### src/rtl/rdc_clk_dis_seq.sv
// Reset-domain-crossing sequencer: quiesce bus, gate clocks, pulse core warm reset, ungate, release.
// Optional macro RDC_SEQ_QUIESCE_TIMEOUT_EN bounds the quiesce wait to QUIESCE_MAX cycles.
module rdc_clk_dis_seq #(
    parameter int unsigned DIS_CYCLES  = 4,
    parameter int unsigned RST_CYCLES  = 8,
    parameter int unsigned REL_CYCLES  = 2,
    parameter int unsigned QUIESCE_MAX = 256,
    parameter int unsigned CNT_W       = 9
) (
    input  logic clk,
    input  logic cptra_rst_b,
    input  logic rst_req,
    input  logic bus_idle,
    output logic rdc_clk_dis,
    output logic core_rst_b,
    output logic seq_busy,
    output logic seq_done,
    output logic quiesce_timeout
);

    typedef enum logic [2:0] {
        IDLE, QUIESCE, CLK_DIS, RST_ASSERT, CLK_EN, DONE
    } state_e;

    localparam logic [CNT_W-1:0] DIS_LD = CNT_W'(DIS_CYCLES - 1);
    localparam logic [CNT_W-1:0] RST_LD = CNT_W'(RST_CYCLES - 1);
    localparam logic [CNT_W-1:0] REL_LD = CNT_W'(REL_CYCLES - 1);

    state_e           state_q, state_d;
    logic [CNT_W-1:0] cnt_q, cnt_d;
    logic             pend_q, pend_d;
    logic             rdc_q, rdc_d;
    logic             core_q, core_d;
    logic             busy_q, busy_d;
    logic             done_q, done_d;
    logic             tmo_hit;

`ifdef RDC_SEQ_QUIESCE_TIMEOUT_EN
    localparam logic [CNT_W-1:0] QMAX_LD = CNT_W'(QUIESCE_MAX - 1);

    logic [CNT_W-1:0] tmo_cnt_q, tmo_cnt_d;
    logic             tmo_flag_q, tmo_flag_d;

    // Counter sits at zero outside QUIESCE, so every entry starts a fresh window.
    assign tmo_hit    = (state_q == QUIESCE) && !bus_idle && (tmo_cnt_q == QMAX_LD);
    assign tmo_cnt_d  = (state_q == QUIESCE) ? tmo_cnt_q + 1'b1 : '0;
    assign tmo_flag_d = tmo_flag_q | tmo_hit;

    always_ff @(posedge clk or negedge cptra_rst_b) begin
        if (!cptra_rst_b) begin
            tmo_cnt_q  <= '0;
            tmo_flag_q <= 1'b0;
        end else begin
            tmo_cnt_q  <= tmo_cnt_d;
            tmo_flag_q <= tmo_flag_d;
        end
    end

    assign quiesce_timeout = tmo_flag_q;
`else
    assign tmo_hit         = 1'b0;
    assign quiesce_timeout = 1'b0;
`endif

    always_comb begin
        state_d = state_q;
        cnt_d   = (cnt_q != '0) ? cnt_q - 1'b1 : cnt_q;
        pend_d  = pend_q | (rst_req && (state_q != IDLE));
        rdc_d   = rdc_q;
        core_d  = core_q;
        done_d  = 1'b0;
        case (state_q)
            IDLE: begin
                core_d = 1'b1;
                if (rst_req || pend_q) begin
                    state_d = QUIESCE;
                    pend_d  = 1'b0;
                end
            end
            QUIESCE: begin
                if (bus_idle || tmo_hit) begin
                    state_d = CLK_DIS;
                    rdc_d   = 1'b1;
                    cnt_d   = DIS_LD;
                end
            end
            CLK_DIS: begin
                if (cnt_q == '0) begin
                    state_d = RST_ASSERT;
                    core_d  = 1'b0;
                    cnt_d   = RST_LD;
                end
            end
            RST_ASSERT: begin
                if (cnt_q == '0) begin
                    state_d = CLK_EN;
                    rdc_d   = 1'b0;
                    cnt_d   = REL_LD;
                end
            end
            CLK_EN: begin
                if (cnt_q == '0) begin
                    state_d = DONE;
                    core_d  = 1'b1;
                    done_d  = 1'b1;
                end
            end
            DONE:    state_d = IDLE;
            default: state_d = IDLE;
        endcase
        busy_d = (state_d != IDLE);
    end

    always_ff @(posedge clk or negedge cptra_rst_b) begin
        if (!cptra_rst_b) begin
            state_q <= IDLE;
            cnt_q   <= '0;
            pend_q  <= 1'b0;
            rdc_q   <= 1'b0;
            core_q  <= 1'b0;
            busy_q  <= 1'b0;
            done_q  <= 1'b0;
        end else begin
            state_q <= state_d;
            cnt_q   <= cnt_d;
            pend_q  <= pend_d;
            rdc_q   <= rdc_d;
            core_q  <= core_d;
            busy_q  <= busy_d;
            done_q  <= done_d;
        end
    end

    assign rdc_clk_dis = rdc_q;
    assign core_rst_b  = core_q;
    assign seq_busy    = busy_q;
    assign seq_done    = done_q;

endmodule

### config.mk
export PLATFORM = sky130hd
export DESIGN_NAME = rdc_clk_dis_seq
export DESIGN_NICKNAME = d
export VERILOG_FILES = /design/src/rtl/rdc_clk_dis_seq.sv
export SDC_FILE = /design/constraint.sdc
export NUM_CORES = 1
export LEC_CHECK = 0
export BUFFER_PORTS_ARGS = -buffer_cell sky130_fd_sc_hd__buf_2
export CELL_PAD_IN_SITES_DETAIL_PLACEMENT = 0
export CELL_PAD_IN_SITES_GLOBAL_PLACEMENT = 1
export CORE_ASPECT_RATIO = 1.75
export CORE_MARGIN = 5
export CORE_UTILIZATION = 39
export DETAILED_ROUTE_END_ITERATION = 12
export PLACE_DENSITY = 0.67
export SLEW_MARGIN = 20
export SYNTH_ARGS = -nofsm -noshare
export SYNTH_HDL_FRONTEND = slang
export SYNTH_SLANG_ARGS = --single-unit
### constraint.sdc
create_clock -name clk -period 1.7 [get_ports clk]
set_input_delay 0.085 -clock clk [delete_from_list [all_inputs] [get_ports clk]]
set_output_delay 0.085 -clock clk [all_outputs]
set_load 0.005 [all_outputs]
==> run metrics <==
outcome complete, but fails checks; failing checks negative setup slack; clock sink total 17; number of enable flip-flop cells after synthesis 0; Clock Power Share 0.138; Final WS setup -0.0342 ns; synthesized cell area 895 sq um; Pwr Total 2.17 mW; clock network latency to the later pin of the worst-skew pair 0.25 ns; CP required 1.84 ns; Overflow after GRT 0; Std-Cell Rows 23; first-pass GRT wire length 3770 um; P per Cell Area 1750 mW/mm^2; Setup CP Type register to register; DRC 0; Critical Path Source cnt_q[0]$_DFF_PN0_; Placer Congestion 0.825; CP most frequent cell inv_2; GRT Total Usage 0.156; TritonCTS clock tree yes; Tmin final 1.73 ns; via count 778; Place WS -0.148 ns; I/O pin total 9; cts bufs inserted 3; DR pass1 iterations 4; CP top delay family simple AND/OR/NAND/NOR gates; total wire length 2270 um; hold path startpoint rst_req; drt wl/cell 16.2 um; largest net degree at the start of global routing 18; Max VDD drop 0.830 mV; CP Capture Type register; clk root buf clkbuf_8; RSZ-0062 raised after global routing true; P_leak 0.509 nW; fin area 0.00124 sq mm; Switch Pwr 0.843 mW; Antenna diodes 0; Synth warnings 0; initial antenna violation count 0; core area 0.00224 sq mm; Hold Path Class primary input to register; Post-layout nets 123; Clk pin slew, worst setup/hold paths 0.07 ns; Max-Cap Viols 0; Gate power share 0.519; Detail Placement HPWL 1720 um; final setup vio count 3; final std cells w/o fill 140; Critical Path AT 1.87 ns; crit path max fanout 3; area growth from synthesis to layout 39.2%; Post-synth top flop dfrtp_1; vias per inst 5.56; asr flop ratio synth 1.00; reg2reg start cnt_q[0]$_DFF_PN0_; Sw Ratio 0.388; post-synth net total 95; synthesized instance count 88; die width 46.2 um; crit-path cells inv_2, ha_4, or4b_4, nor2_4, inv_2, buf_6, a211o_1; post-route ant nets 0; worst stage delay on the critical path 0.49 ns; maximum clock rate 0.577 GHz; IO Port Bufs 7; fin. max-slew vios 0; Placed Area 0.00108 sq mm; Mean Syn Cell Area 10.2 sq um; share of the clock period used by the worst path 1.02; Synth Register Bits 17; hold slack 0.122 ns; DR iter-0 viols 24; Cells after DPL 133; share of cells above drive strength 1 0.435; Yosys cell types 39; die height 73.4 um; Critical path buffers and inverters 3; internal power 1.33 mW; sequential share of power 0.342; Die ar. 0.00339 sq mm; Clock Path Buffers 2; H-tree levels 1; vias in the first global route 813; initial core utilization 0.399; Slowest cell on crit path or4b_4; sequential area share after synthesis 0.476; Fin. Hold Viols 0; Setup crit start kind register; Clock Skews 0.00149 ns
-- final cells by class --
type                            instances  area [sq um]
Timing Repair Buffer                   27           195
Inverter                                4          15.0
Sequential cell                        17           425
Clock buffer                            3          41.3
Clock inverter                          1          5.00
Multi-Input combinational cell         63           532
Tap cell                               25          31.3
Fill cell                             211          1000
-- what timing repair did --
| item | 4_1_cts | 5_1_grt |
|---|---|---|
| setup buffers | 2 | 0 |
| hold buffers | 1 | 0 |
| pin swaps | 5 | 7 |
| setup endpoints to repair | 7 | 13 |
| gates resized for setup | 15 | 6 |
| hold endpoints to repair | 17 | 0 |
-- cells by family (layout without fill, tap and decap cells) --
family	after synthesis	count (layout)	synth area share
xor gates and xnor gates	2	2	0.0196
buffers and inverters	8	35	0.0420
DFF	17	17	0.476
adders and majority gates	3	3	0.0420
and+or+nand+nor	29	29	0.206
muxes	1	1	0.0112
other	1	1	0.00419
AOI/OAI and AO/OA	27	27	0.200
-- state kept, by name, indices dropped and copies added (netlist names) --
register     cells
core_rst_b       1
state_q          3
seq_busy         1
seq_done         1
rdc_clk_dis      1
cnt_q            9
pend_q           1
-- tightest hold or removal path: stages --
cell     delay (ns)
buf_2          0.11
nor2_1         0.08
a21oi_1        0.05
-- synthesized netlist by cell type (2+ instances only) --
cell	count	share of area
xnor2_1	2	0.020
clkbuf_1	2	0.0084
or4_1	3	0.025
a21oi_1	8	0.045
ha_1	3	0.042
buf_4	2	0.017
a211o_1	2	0.020
nand2_1	4	0.017
nor2_1	5	0.021
o311a_1	2	0.022
o21ai_0	6	0.034
nor4_1	2	0.014
inv_1	4	0.017
nand3_1	2	0.011
dfrtp_1	17	0.48
-- power by group through the flow --
stage | combinational (mW) | clock [mW] | sequential, mW
2_1_floorplan | 0.577 | 0 | 0.683
3_3_place_gp | 0.923 | 0 | 0.731
3_5_place_dp | 0.944 | 0 | 0.736
4_1_cts | 1.07 | 0.313 | 0.734
5_1_grt | 1.23 | 0.332 | 0.772
6_report | 1.13 | 0.301 | 0.744
-- cells in the final DEF, fill, tap and decap left out, types with 2 or more instances in the layout --
cell / Yosys / routed
nand2_1: 4 / 4
ha_4: 0 / 3
inv_2: 0 / 3
buf_2: 0 / 7
xnor2_1: 2 / 2
nand3_1: 2 / 2
o311a_1: 2 / 2
or4_1: 3 / 2
a21oi_2: 0 / 3
o21ai_0: 6 / 5
or4_4: 1 / 2
dfrtp_1: 17 / 17
buf_6: 0 / 2
a21oi_1: 8 / 5
clkbuf_8: 0 / 3
a211o_1: 2 / 2
buf_4: 2 / 17
nor2_1: 5 / 3
-- per-stage QoR --
stage / setup TNS [ns] / utilization
floorplan: -0.0765 / -
global placement: -0.200 / 0.481
detailed placement: -0.364 / 0.481
global route: -0.450 / 0.555
CTS: -0.139 / 0.539
finish: -0.0902 / 0.555
-- final timing paths --
kind                                                end  slack (ns)  cells after the start
worst min-delay path                   pend_q$_DFF_PN0_        0.12                      3
min in group asynchronous            cnt_q[3]$_DFF_PN0_        0.28                      2
max in group asynchronous            cnt_q[7]$_DFF_PN0_        1.14                      2
worst max register to register     state_q[0]$_DFF_PN0_       -0.03                      7
worst min register to register  rdc_clk_dis$_DFFE_PN0P_        0.50                      1
worst max-delay path               state_q[0]$_DFF_PN0_       -0.03                      7
-- layer usage --
layer,up-vias,part of all wire,track usage
met5,-,0,0
met4,0,0.017,0.0665
met3,4,0.020,0.0294
met2,7,0.57,0.285
met1,384,0.39,0.164
li1,383,-,-
Power figures use the tool's default switching activity.
